`config.mk`:
```
export PLATFORM = sky130hd
export DESIGN_NAME = qbus_dma_master
export DESIGN_NICKNAME = d
export VERILOG_FILES = /design/src/rtl/qbus_pkg.sv /design/src/rtl/qbus_sync.sv /design/src/rtl/qbus_dma_master.sv
export SDC_FILE = /design/constraint.sdc
export NUM_CORES = 1
export LEC_CHECK = 0
export CORE_ASPECT_RATIO = 0.7
export CORE_MARGIN = 5
export CORE_UTILIZATION = 40
export DETAILED_ROUTE_END_ITERATION = 6
export GPL_TIMING_DRIVEN = 0
export SLEW_MARGIN = 5
export SYNTH_ARGS = -nofsm -noshare
export SYNTH_HDL_FRONTEND = slang
export SYNTH_SLANG_ARGS = --single-unit
```
`constraint.sdc`:
```
create_clock -name clock -period 13.44 [get_ports clock]
set_clock_uncertainty 0.1 [all_clocks]
set_input_delay 2.688 -clock clock [delete_from_list [all_inputs] [get_ports clock]]
set_output_delay 2.688 -clock clock [all_outputs]
set_load 0.05 [all_outputs]
```
`src/rtl/qbus_pkg.sv`:
```
// Shared types and default timing for the Qbus DMA master.
package qbus_pkg;

  // Default timing in 100 MHz clocks.
  localparam int T_ASETUP_D  = 15;
  localparam int T_AHOLD_D   = 10;
  localparam int T_DSETUP_D  = 10;
  localparam int T_TIMEOUT_D = 1000;
  localparam int MAX_BURST_D = 4;
  localparam int CNT_W       = 16;

  // Top 9 address bits that select the I/O page (BBS7).
  localparam logic [8:0] IOPAGE_TAG = 9'h1FF;

  typedef enum logic [3:0] {
    S_IDLE, S_REQ, S_ACK, S_ADDR, S_SYNC, S_WDATA, S_RDIN,
    S_RDSK, S_WRPLY, S_NRPLY, S_ENDC, S_RELEASE
  } qbus_state_e;

  // Every registered output of the master, so the FSM can compute
  // the complete next drive set in one place.
  typedef struct packed {
    logic        bdmr;
    logic        bsack;
    logic        bsync;
    logic        bdin;
    logic        bdout;
    logic        bwtbt;
    logic        bbs7;
    logic        bdmgo;
    logic        bdal_oe;
    logic [21:0] bdal;
    logic        rsp_valid;
    logic        rsp_error;
    logic [15:0] rsp_rdata;
  } qbus_drv_t;

  function automatic logic is_iopage(input logic [21:0] a);
    return a[21:13] == IOPAGE_TAG;
  endfunction

endpackage

```
`src/rtl/qbus_sync.sv`:
```
// N-bit two-flop synchronizer for raw bus lines; resets to RST_VAL
// (all ones = negated for low-true lines).
module qbus_sync #(
  parameter int           W       = 1,
  parameter logic [W-1:0] RST_VAL = '1
) (
  input  logic         clock,
  input  logic         reset,
  input  logic [W-1:0] d,
  output logic [W-1:0] q
);

  logic [W-1:0] meta;

  // Two-stage capture of the asynchronous inputs.
  always_ff @(posedge clock or posedge reset) begin
    if (reset) begin
      meta <= RST_VAL;
      q    <= RST_VAL;
    end else begin
      meta <= d;
      q    <= meta;
    end
  end

endmodule

```
`src/rtl/qbus_dma_master.sv`:
```
// Qbus DMA master: arbitrates for the bus, runs single-word DATI/DATO
// cycles in bursts of up to MAX_BURST per BSACK tenure and reports
// data/status back to the register file.
module qbus_dma_master
  import qbus_pkg::*;
#(
  parameter int T_ASETUP  = T_ASETUP_D,
  parameter int T_AHOLD   = T_AHOLD_D,
  parameter int T_DSETUP  = T_DSETUP_D,
  parameter int T_TIMEOUT = T_TIMEOUT_D,
  parameter int MAX_BURST = MAX_BURST_D
) (
  input  logic        clock,
  input  logic        reset,
  input  logic        cmd_valid,
  output logic        cmd_ready,
  input  logic        cmd_write,
  input  logic [21:0] cmd_addr,
  input  logic [15:0] cmd_wdata,
  output logic        rsp_valid,
  output logic [15:0] rsp_rdata,
  output logic        rsp_error,
  output logic        busy,
  input  logic        BDMGIf,
  input  logic        BRPLYf,
  input  logic        BSYNCf,
  input  logic        BINITf,
  input  logic [21:0] BDALf_IN,
  output logic        BDMRg,
  output logic        BSACKg,
  output logic        BSYNCg,
  output logic        BDINg,
  output logic        BDOUTg,
  output logic        BWTBTg,
  output logic        BBS7g,
  output logic        BDMGOg,
  output logic [21:0] BDAL_OUT,
  output logic        BDAL_OE,
  output logic        Outbound
);

  localparam int BW = $clog2(MAX_BURST + 1);

  // Only the data half of BDAL is ever read back.
  logic [19:0] sync_q;
  logic        grant, rply, bus_sync, binit;
  logic [15:0] bdal_in;

  qbus_sync #(.W(20)) u_sync (
    .clock (clock),
    .reset (reset),
    .d     ({BDMGIf, BRPLYf, BSYNCf, BINITf, BDALf_IN[15:0]}),
    .q     (sync_q)
  );

  assign grant    = ~sync_q[19];
  assign rply     = ~sync_q[18];
  assign bus_sync = ~sync_q[17];
  assign binit    = ~sync_q[16];
  assign bdal_in  = ~sync_q[15:0];

  logic unused_bits;
  assign unused_bits = ^{BDALf_IN[21:16], cmd_addr[0]};

  qbus_state_e      state, state_nx;
  qbus_drv_t        drv, drv_nx;
  logic [CNT_W-1:0] cnt, cnt_nx;
  logic [BW-1:0]    burst, burst_nx;
  logic [15:0]      rdat, rdat_nx;
  logic             cmd_wr;
  logic [15:0]      cmd_wd;
  logic             take, tmo;

  // Next state and next drive set; the single counter is reloaded
  // whenever the state changes and counts down otherwise.
  always_comb begin
    state_nx           = state;
    drv_nx             = drv;
    drv_nx.rsp_valid   = 1'b0;
    drv_nx.rsp_error   = 1'b0;
    cnt_nx             = (cnt != '0) ? cnt - CNT_W'(1) : cnt;
    burst_nx           = burst;
    rdat_nx            = rdat;
    take               = 1'b0;
    tmo                = 1'b0;
    unique case (state)
      S_IDLE: if (cmd_valid) begin
        state_nx    = S_REQ;
        drv_nx.bdmr = 1'b1;
      end
      S_REQ: if (grant && !bus_sync && !rply) begin
        state_nx     = S_ACK;
        drv_nx.bdmr  = 1'b0;
        drv_nx.bsack = 1'b1;
      end
      S_ACK: if (cmd_valid) begin
        take     = 1'b1;
        state_nx = S_ADDR;
      end else begin
        state_nx     = S_RELEASE;
        drv_nx.bsack = 1'b0;
      end
      S_ADDR: if (cnt == '0) begin
        state_nx     = S_SYNC;
        drv_nx.bsync = 1'b1;
      end
      S_SYNC: if (cnt == '0) begin
        drv_nx.bbs7 = 1'b0;
        if (cmd_wr) begin
          state_nx     = S_WDATA;
          drv_nx.bdal  = {6'b0, cmd_wd};
          drv_nx.bwtbt = 1'b0;
        end else begin
          state_nx       = S_RDIN;
          drv_nx.bdal_oe = 1'b0;
          drv_nx.bdal    = '0;
          drv_nx.bdin    = 1'b1;
        end
      end
      S_WDATA: if (cnt == '0) begin
        state_nx     = S_WRPLY;
        drv_nx.bdout = 1'b1;
      end
      S_RDIN: begin
        if (rply)            state_nx = S_RDSK;
        else if (cnt == '0)  tmo      = 1'b1;
      end
      // One extra clock after BRPLY so the data lines have settled.
      S_RDSK: begin
        rdat_nx     = bdal_in;
        drv_nx.bdin = 1'b0;
        state_nx    = S_NRPLY;
      end
      S_WRPLY: begin
        if (rply) begin
          drv_nx.bdout = 1'b0;
          state_nx     = S_NRPLY;
        end else if (cnt == '0) begin
          tmo = 1'b1;
        end
      end
      S_NRPLY: begin
        if (!rply) begin
          state_nx         = S_ENDC;
          drv_nx.bsync     = 1'b0;
          drv_nx.bdal_oe   = 1'b0;
          drv_nx.bdal      = '0;
          drv_nx.rsp_valid = 1'b1;
          drv_nx.rsp_rdata = cmd_wr ? 16'h0 : rdat;
          burst_nx         = burst + BW'(1);
        end else if (cnt == '0) begin
          tmo = 1'b1;
        end
      end
      S_ENDC: if (cmd_valid && burst < BW'(MAX_BURST)) begin
        take     = 1'b1;
        state_nx = S_ADDR;
      end else begin
        state_nx     = S_RELEASE;
        drv_nx.bsack = 1'b0;
      end
      S_RELEASE: begin
        burst_nx = '0;
        state_nx = S_IDLE;
      end
      default: state_nx = S_IDLE;
    endcase

    // Device never answered: free the bus and report an error.
    if (tmo) begin
      state_nx         = S_RELEASE;
      drv_nx.bsync     = 1'b0;
      drv_nx.bdin      = 1'b0;
      drv_nx.bdout     = 1'b0;
      drv_nx.bdal_oe   = 1'b0;
      drv_nx.bdal      = '0;
      drv_nx.bwtbt     = 1'b0;
      drv_nx.bsack     = 1'b0;
      drv_nx.rsp_valid = 1'b1;
      drv_nx.rsp_error = 1'b1;
      drv_nx.rsp_rdata = '0;
    end

    // Accepting a command starts its address phase on the same edge.
    if (take) begin
      drv_nx.bdal_oe = 1'b1;
      drv_nx.bdal    = {cmd_addr[21:1], 1'b0};
      drv_nx.bwtbt   = cmd_write;
      drv_nx.bbs7    = is_iopage(cmd_addr);
    end

    // Pass the grant down the chain only when we are not asking for it.
    drv_nx.bdmgo = grant && (state == S_IDLE) && !cmd_valid;

    if (state_nx != state) begin
      case (state_nx)
        S_ADDR:                  cnt_nx = CNT_W'(T_ASETUP - 1);
        S_SYNC:                  cnt_nx = CNT_W'(T_AHOLD - 1);
        S_WDATA:                 cnt_nx = CNT_W'(T_DSETUP - 1);
        S_RDIN, S_WRPLY, S_NRPLY: cnt_nx = CNT_W'(T_TIMEOUT - 1);
        default:                 cnt_nx = '0;
      endcase
    end

    // Bus init drops every line at once and discards the cycle.
    if (binit) begin
      state_nx = S_IDLE;
      drv_nx   = '0;
      cnt_nx   = '0;
      burst_nx = '0;
      take     = 1'b0;
    end
  end

  // State, drive and command registers.
  always_ff @(posedge clock or posedge reset) begin
    if (reset) begin
      state  <= S_IDLE;
      drv    <= '0;
      cnt    <= '0;
      burst  <= '0;
      rdat   <= '0;
      cmd_wr <= 1'b0;
      cmd_wd <= '0;
    end else begin
      state <= state_nx;
      drv   <= drv_nx;
      cnt   <= cnt_nx;
      burst <= burst_nx;
      rdat  <= rdat_nx;
      if (take) begin
        cmd_wr <= cmd_write;
        cmd_wd <= cmd_wdata;
      end
    end
  end

  assign cmd_ready = take;
  assign busy      = (state != S_IDLE);
  assign rsp_valid = drv.rsp_valid;
  assign rsp_error = drv.rsp_error;
  assign rsp_rdata = drv.rsp_rdata;
  assign BDMRg     = drv.bdmr;
  assign BSACKg    = drv.bsack;
  assign BSYNCg    = drv.bsync;
  assign BDINg     = drv.bdin;
  assign BDOUTg    = drv.bdout;
  assign BWTBTg    = drv.bwtbt;
  assign BBS7g     = drv.bbs7;
  assign BDMGOg    = drv.bdmgo;
  assign BDAL_OUT  = drv.bdal;
  assign BDAL_OE   = drv.bdal_oe;
  assign Outbound  = drv.bdal_oe;

endmodule

```
==> impl_metrics.json, run 1 <==
{
  "outcome": "finished, final reports clean",
  "grt_pass1_vias": 4514,
  "hold_viol_final": 0,
  "vdd_drop_max_mv": 0.1079,
  "cts-root-buf": "clkbuf_16",
  "track_usage_pct": 17.13,
  "diodes": 0,
  "cp.required_ns": 10.65,
  "cts_sinks": 145,
  "io_buffers": 112,
  "core_area_um2": 14810,
  "drc": 0,
  "syn_inst": 508,
  "syn_area_per_cell_um2": 11.96,
  "synthesis.area_um2": 6077,
  "yosysTopAreaCell": "dfrtp_1",
  "synth_edf_count": 0,
  "crit_buf_inv": 3,
  "async_flop_share_pct": 100.0,
  "path_class": "input pin to output port",
  "clockBufferDepth": 2,
  "die-area_um2": 17800,
  "die_h_um": 113.1,
  "cpMaxStageDelayCell": "clkdlybuf4s50_1",
  "synth_top_area_share_pct": 43.24,
  "clk_pin_slew_ns": 0.07,
  "arrival_ns": 5.45,
  "cp_max_fo": 10,
  "antenna_found_initial": 0,
  "slew_headroom_pct": 46.19,
  "final_common_cell": "clkdlybuf4s50_1",
  "critPathTopFamily": "buffers and inverters",
  "post-dp-hpwl_um": 10740,
  "ys_seq_area_share_pct": 60.53,
  "min_from": "u_sync.meta[14]",
  "crit_top_cell": "clkdlybuf4s50_1",
  "drive_gt1_share_pct": 19.30,
  "post_cts_buffers": 0,
  "multi_input_area_um2": 2231,
  "critPathCaptureType": "output port",
  "crit_chain": "clkdlybuf4s50_1, a21bo_2, nor4_2, clkbuf_1, clkdlybuf4s50_1",
  "die_w_um": 157.3,
  "crit_start": "cmd_valid",
  "grt_pass1_wl_um": 24180,
  "drt-wirelength-per-cell_um": 17.50,
  "tightest_slew_ns": 0.8005,
  "wirelength_um": 14840,
  "yosysUniqueCellTypes": 69,
  "register_area_um2": 3679,
  "num_rows": 37,
  "area_growth_pct": 32.94,
  "clock_latency_ns": 0.42,
  "synth.area.top_cells": "dfrtp_1, dfstp_2, nand2_1",
  "r2r_start": "cnt[0]",
  "htreeDepth": 4,
  "post_cts_resize_count": 0,
  "report.final.slew_viol_count": 0,
  "startpoint_type": "input pin",
  "cts_made_buffers": 17,
  "fmax_ghz": 0.1213,
  "cp_slowest_stage_delay_ns": 0.89,
  "overflow": 0,
  "grt_max_degree": 78,
  "vias": 4411,
  "nNetsFinal": 710,
  "min_path_type": "flip-flop to flip-flop",
  "design_power_total_mw": 1.689,
  "drtIter0Drc": 311,
  "tns_ns": 0,
  "drtPass1Iterations": 5,
  "ys_ff_latch": 145,
  "min_period_ns": 8.243,
  "total_leakage_power_nw": 3.450,
  "rsz0062_at_grt": "no",
  "vias_per_cell": 5.202,
  "final-setup-viol-count": 0,
  "ys.flop_type": "dfrtp_1",
  "ys_warn_count": 0,
  "mostFrequentLayoutCells": "clkdlybuf4s50_1, dfrtp_1, nand2_1, nor2_1, dfstp_2",
  "tritoncts": "built",
  "ant_nets": 0,
  "post-route-period-util_pct": 61.33,
  "start_util_pct": 41.02,
  "syn_nets": 578,
  "n_fill_cell": 1307,
  "io_pins": 120,
  "cap_violations": 0,
  "p_per_area_nw_per_um2": 209.1,
  "ctsHoldBuffers": 0,
  "gp_congestion": 0.9246
}
==> registers in the layout, indices dropped and copies added (netlist names) <==
| name | flops |
|---|---|
| rsp_valid | 1 |
| rsp_rdata | 16 |
| u_sync.meta | 20 |
| state | 4 |
| BDMGOg | 1 |
| burst | 3 |
| u_sync.q | 20 |
| BDINg | 1 |
| BBS7g | 1 |
| BDAL_OUT | 22 |
| BSACKg | 1 |
| rsp_error | 1 |
| BDAL_OE | 1 |
| BDMRg | 1 |
| cmd_wr | 1 |
| cmd_wd | 16 |
| BDOUTg | 1 |
| BWTBTg | 1 |
| rdat | 16 |
| BSYNCg | 1 |
| cnt | 16 |
==> metal layers <==
layer  vias up  global-route usage, %  wire (um)
li1       2119                      -          -
met1      2136                  25.93       7278
met2       150                  24.13       6361
met3         6                  5.505       1147
met4         0                  3.381         56
met5         -                      0          0
==> cells by family (layout without fill, tap and decap cells) <==
| kind of cell | Yosys count | after routing | share of synthesized area [%] |
|---|---|---|---|
| and+or+nand+nor | 168 | 168 | 14.86 |
| DFF | 145 | 145 | 60.53 |
| AOI/OAI and AO/OA | 125 | 125 | 16.31 |
| buffers and inverters | 38 | 183 | 2.862 |
| muxes | 18 | 18 | 3.294 |
| xor gates and xnor gates | 12 | 12 | 1.729 |
| adders and majority gates | 2 | 2 | 0.4117 |
==> per-stage QoR <==
| step | cells | setup WS, ns | instance area, um^2 | hold slack [ns] | util (%) |
|---|---|---|---|---|---|
| after floorplan | 508 | 6.655 | 6077 | 0.2452 | - |
| after global placement | 815 | 4.662 | 7442 | 0.2459 | 50.24 |
| after detailed placement | 816 | 5.184 | 7481 | 0.2468 | 50.50 |
| after CTS | 848 | 5.186 | 8079 | 0.2487 | 54.54 |
| after global routing | 848 | 5.098 | 8079 | 0.2507 | 54.54 |
| final | 848 | 5.197 | 8079 | 0.2521 | 54.54 |
==> layout make-up <==
| class | instances | area share, % |
|---|---|---|
| Sequential cell | 145 | 45.53 |
| Multi-Input combinational cell | 325 | 27.61 |
| Timing Repair Buffer | 113 | 14.22 |
| Clock buffer | 18 | 5.436 |
| Tap cell | 195 | 3.020 |
| Clock inverter | 14 | 1.967 |
| Buffer | 31 | 1.827 |
| Inverter | 7 | 0.3872 |
==> synthesized netlist by cell type, types with 13 or more instances <==
cell type and instances:
nor3_1 13, dfstp_2 40, nand2_1 55, mux2_2 16, clkbuf_1 20, o21ai_0 25, nor2_1 45, a21oi_1 14
dfrtp_1 105, a22o_1 22, a221o_1 15
==> where the power goes <==
group          switching (mW)  internal [mW]  total, mW  leakage, nW
registers              0.0562          0.515      0.571         1.84
clock network           0.212          0.256      0.468        0.293
logic                   0.395          0.255      0.650         1.31
==> worst paths after layout <==
kind	end	slack (ns)	depth (start not counted)
setup / recovery	cmd_ready	5.20	5
hold / removal	u_sync.q[14]	0.25	0
setup reg to reg	rsp_rdata[6]	10.30	9
hold reg to reg	u_sync.q[14]	0.25	0
max in group asynchronous	u_sync.q[18]	9.82	3
min in group asynchronous	rsp_rdata[7]	2.65	2
No activity file was read; power rests on OpenSTA's default activity.
==> run 2, diff against run 1 <==
- PLACE_DENSITY: unset -> 0.67
- clock period: 13.44 -> 7.2 ns (I/O delays scaled with it)
==> run 2 against run 1 <==
Wire length up 5.2%. Setup slack worse by 3.8 ns. Combinational power up 89%. Clock power rose by 95%. Clock-buffer cell count fell by 1. Via count increased by 3.6%. Power increased by 91%. Largest power group unchanged.
==> impl_metrics.json, run 2 (synthesis results as in run 1) <==
{
  "htreeDepth": 4,
  "ant_nets": 0,
  "rrSetupSlack_ns": 3.72,
  "drtPass1Iterations": 5,
  "clk_pin_slew_ns": 0.07,
  "cap_violations": 0,
  "min_period_ns": 5.779,
  "r2r_cells": 9,
  "io_buffers": 112,
  "p_per_area_nw_per_um2": 397.9,
  "tightest_slew_ns": 0.7590,
  "post_cts_buffers": 0,
  "drc": 0,
  "startpoint_type": "input pin",
  "tritoncts": "built",
  "final-setup-viol-count": 0,
  "cp_max_fo": 10,
  "whs_endpoint": "u_sync.q[15]",
  "num_rows": 37,
  "die_w_um": 157.3,
  "post-route-period-util_pct": 80.26,
  "dpl_cell_area_um2": 7475,
  "total_leakage_power_nw": 3.461,
  "dp_slack_ns": 1.390,
  "critPathCaptureType": "output port",
  "vias": 4570,
  "ctsHoldBuffers": 0,
  "outcome": "finished, final reports clean",
  "mostFrequentLayoutCells": "clkdlybuf4s50_1, dfrtp_1, nand2_1, nor2_1, dfstp_2",
  "grt_pass1_wl_um": 25510,
  "r2r-end": "rsp_rdata[2]",
  "area_growth_pct": 33.13,
  "combinationalPowerShare_pct": 38.3,
  "track_usage_pct": 18.24,
  "grt_pass1_vias": 4733,
  "drt-wirelength-per-cell_um": 18.42,
  "hold_depth": 0,
  "drive_gt1_share_pct": 19.14,
  "largest_reg_flops": 22,
  "p_int_mw": 1.968,
  "rsz0062_at_grt": "no",
  "clockPowerShare_pct": 28.3,
  "tns_ns": 0,
  "io_pins": 120,
  "path_class": "input pin to output port",
  "clockBufferDepth": 2,
  "core_area_um2": 14810,
  "n_fill_cell": 1248,
  "vdd_drop_max_mv": 0.1862,
  "min_from": "u_sync.meta[15]",
  "nNetsFinal": 710,
  "die_h_um": 113.1,
  "post-dp-hpwl_um": 11250,
  "drtIter0Drc": 360,
  "clock_latency_ns": 0.42,
  "antenna_found_initial": 0,
  "overflow": 0,
  "wirelength_um": 15620,
  "crit_start": "cmd_valid",
  "layout_setup_ws_ns": 1.421,
  "arrival_ns": 4.24,
  "diodes": 0,
  "cts-root-buf": "clkbuf_16",
  "start_util_pct": 41.02,
  "cts_sinks": 145,
  "die-area_um2": 17800,
  "slew_headroom_pct": 48.93,
  "report.final.slew_viol_count": 0,
  "power.switching_fraction_pct": 38.88,
  "final_cell_area_um2": 8090,
  "gp_congestion": 0.9055,
  "power.share.sequential_pct": 33.3,
  "cts_made_buffers": 17,
  "cp.required_ns": 5.66,
  "hold_viol_final": 0,
  "fmax_ghz": 0.1731,
  "grt_max_degree": 83,
  "r2r_start": "cnt[0]",
  "post_cts_resize_count": 0,
  "vias_per_cell": 5.389,
  "switchingPower_mw": 1.252,
  "final_common_cell": "clkdlybuf4s50_1",
  "min_path_type": "flip-flop to flip-flop"
}
## run 2: per-layer routing
metal,GRT usage (%),vias up,part of all wire (%)
met5,0,-,0
met4,4.814,0,1.0
met3,5.581,17,8.1
met2,26.34,149,44
met1,26.73,2277,47
li1,-,2127,-
## run 2: final cells by class
class	count	area (um^2)	area share [%]
timing repair buffer	113	1149	14.20
clock inverter	15	190.2	2.351
buffer	31	147.6	1.825
clock buffer	17	425.4	5.258
sequential	145	3679	45.47
multi-input combinational	325	2225	27.50
inverter	7	31.28	0.3866
tap	195	244.0	3.016
## run 2: metrics by stage
step	hold WS, ns	power [mW]	util [%]	cells
finish	0.2450	3.219	54.61	848
global route	0.2557	3.395	54.61	848
CTS	0.2487	3.237	54.61	848
detailed placement	0.2468	2.313	50.46	816
global placement	0.2459	2.274	50.24	815
floorplan	0.2452	1.954	-	508
## run 2: worst max-delay path by stage
stage,end,slack [ns],depth (start not counted)
after global placement,cnt[4],0.03,2
after floorplan,BBS7g,1.83,1
final,cmd_ready,1.42,5
after global routing,cmd_ready,1.08,5
after detailed placement,cmd_ready,1.39,5
after CTS,cmd_ready,1.37,5
## run 2: power by group through the flow
stage	clock network (mW)	registers [mW]	logic [mW]
finish	0.912	1.07	1.23
global route	0.969	1.09	1.34
CTS	0.930	1.07	1.23
detailed placement	0	1.08	1.23
global placement	0	1.08	1.20
floorplan	0	1.20	0.755
## run 2: critical path: stages
cell and delay (ns):
clkdlybuf4s50_1 0.59, a21bo_2 0.29, nor4_1 0.59, clkbuf_1 0.43, clkdlybuf4s50_1 0.90
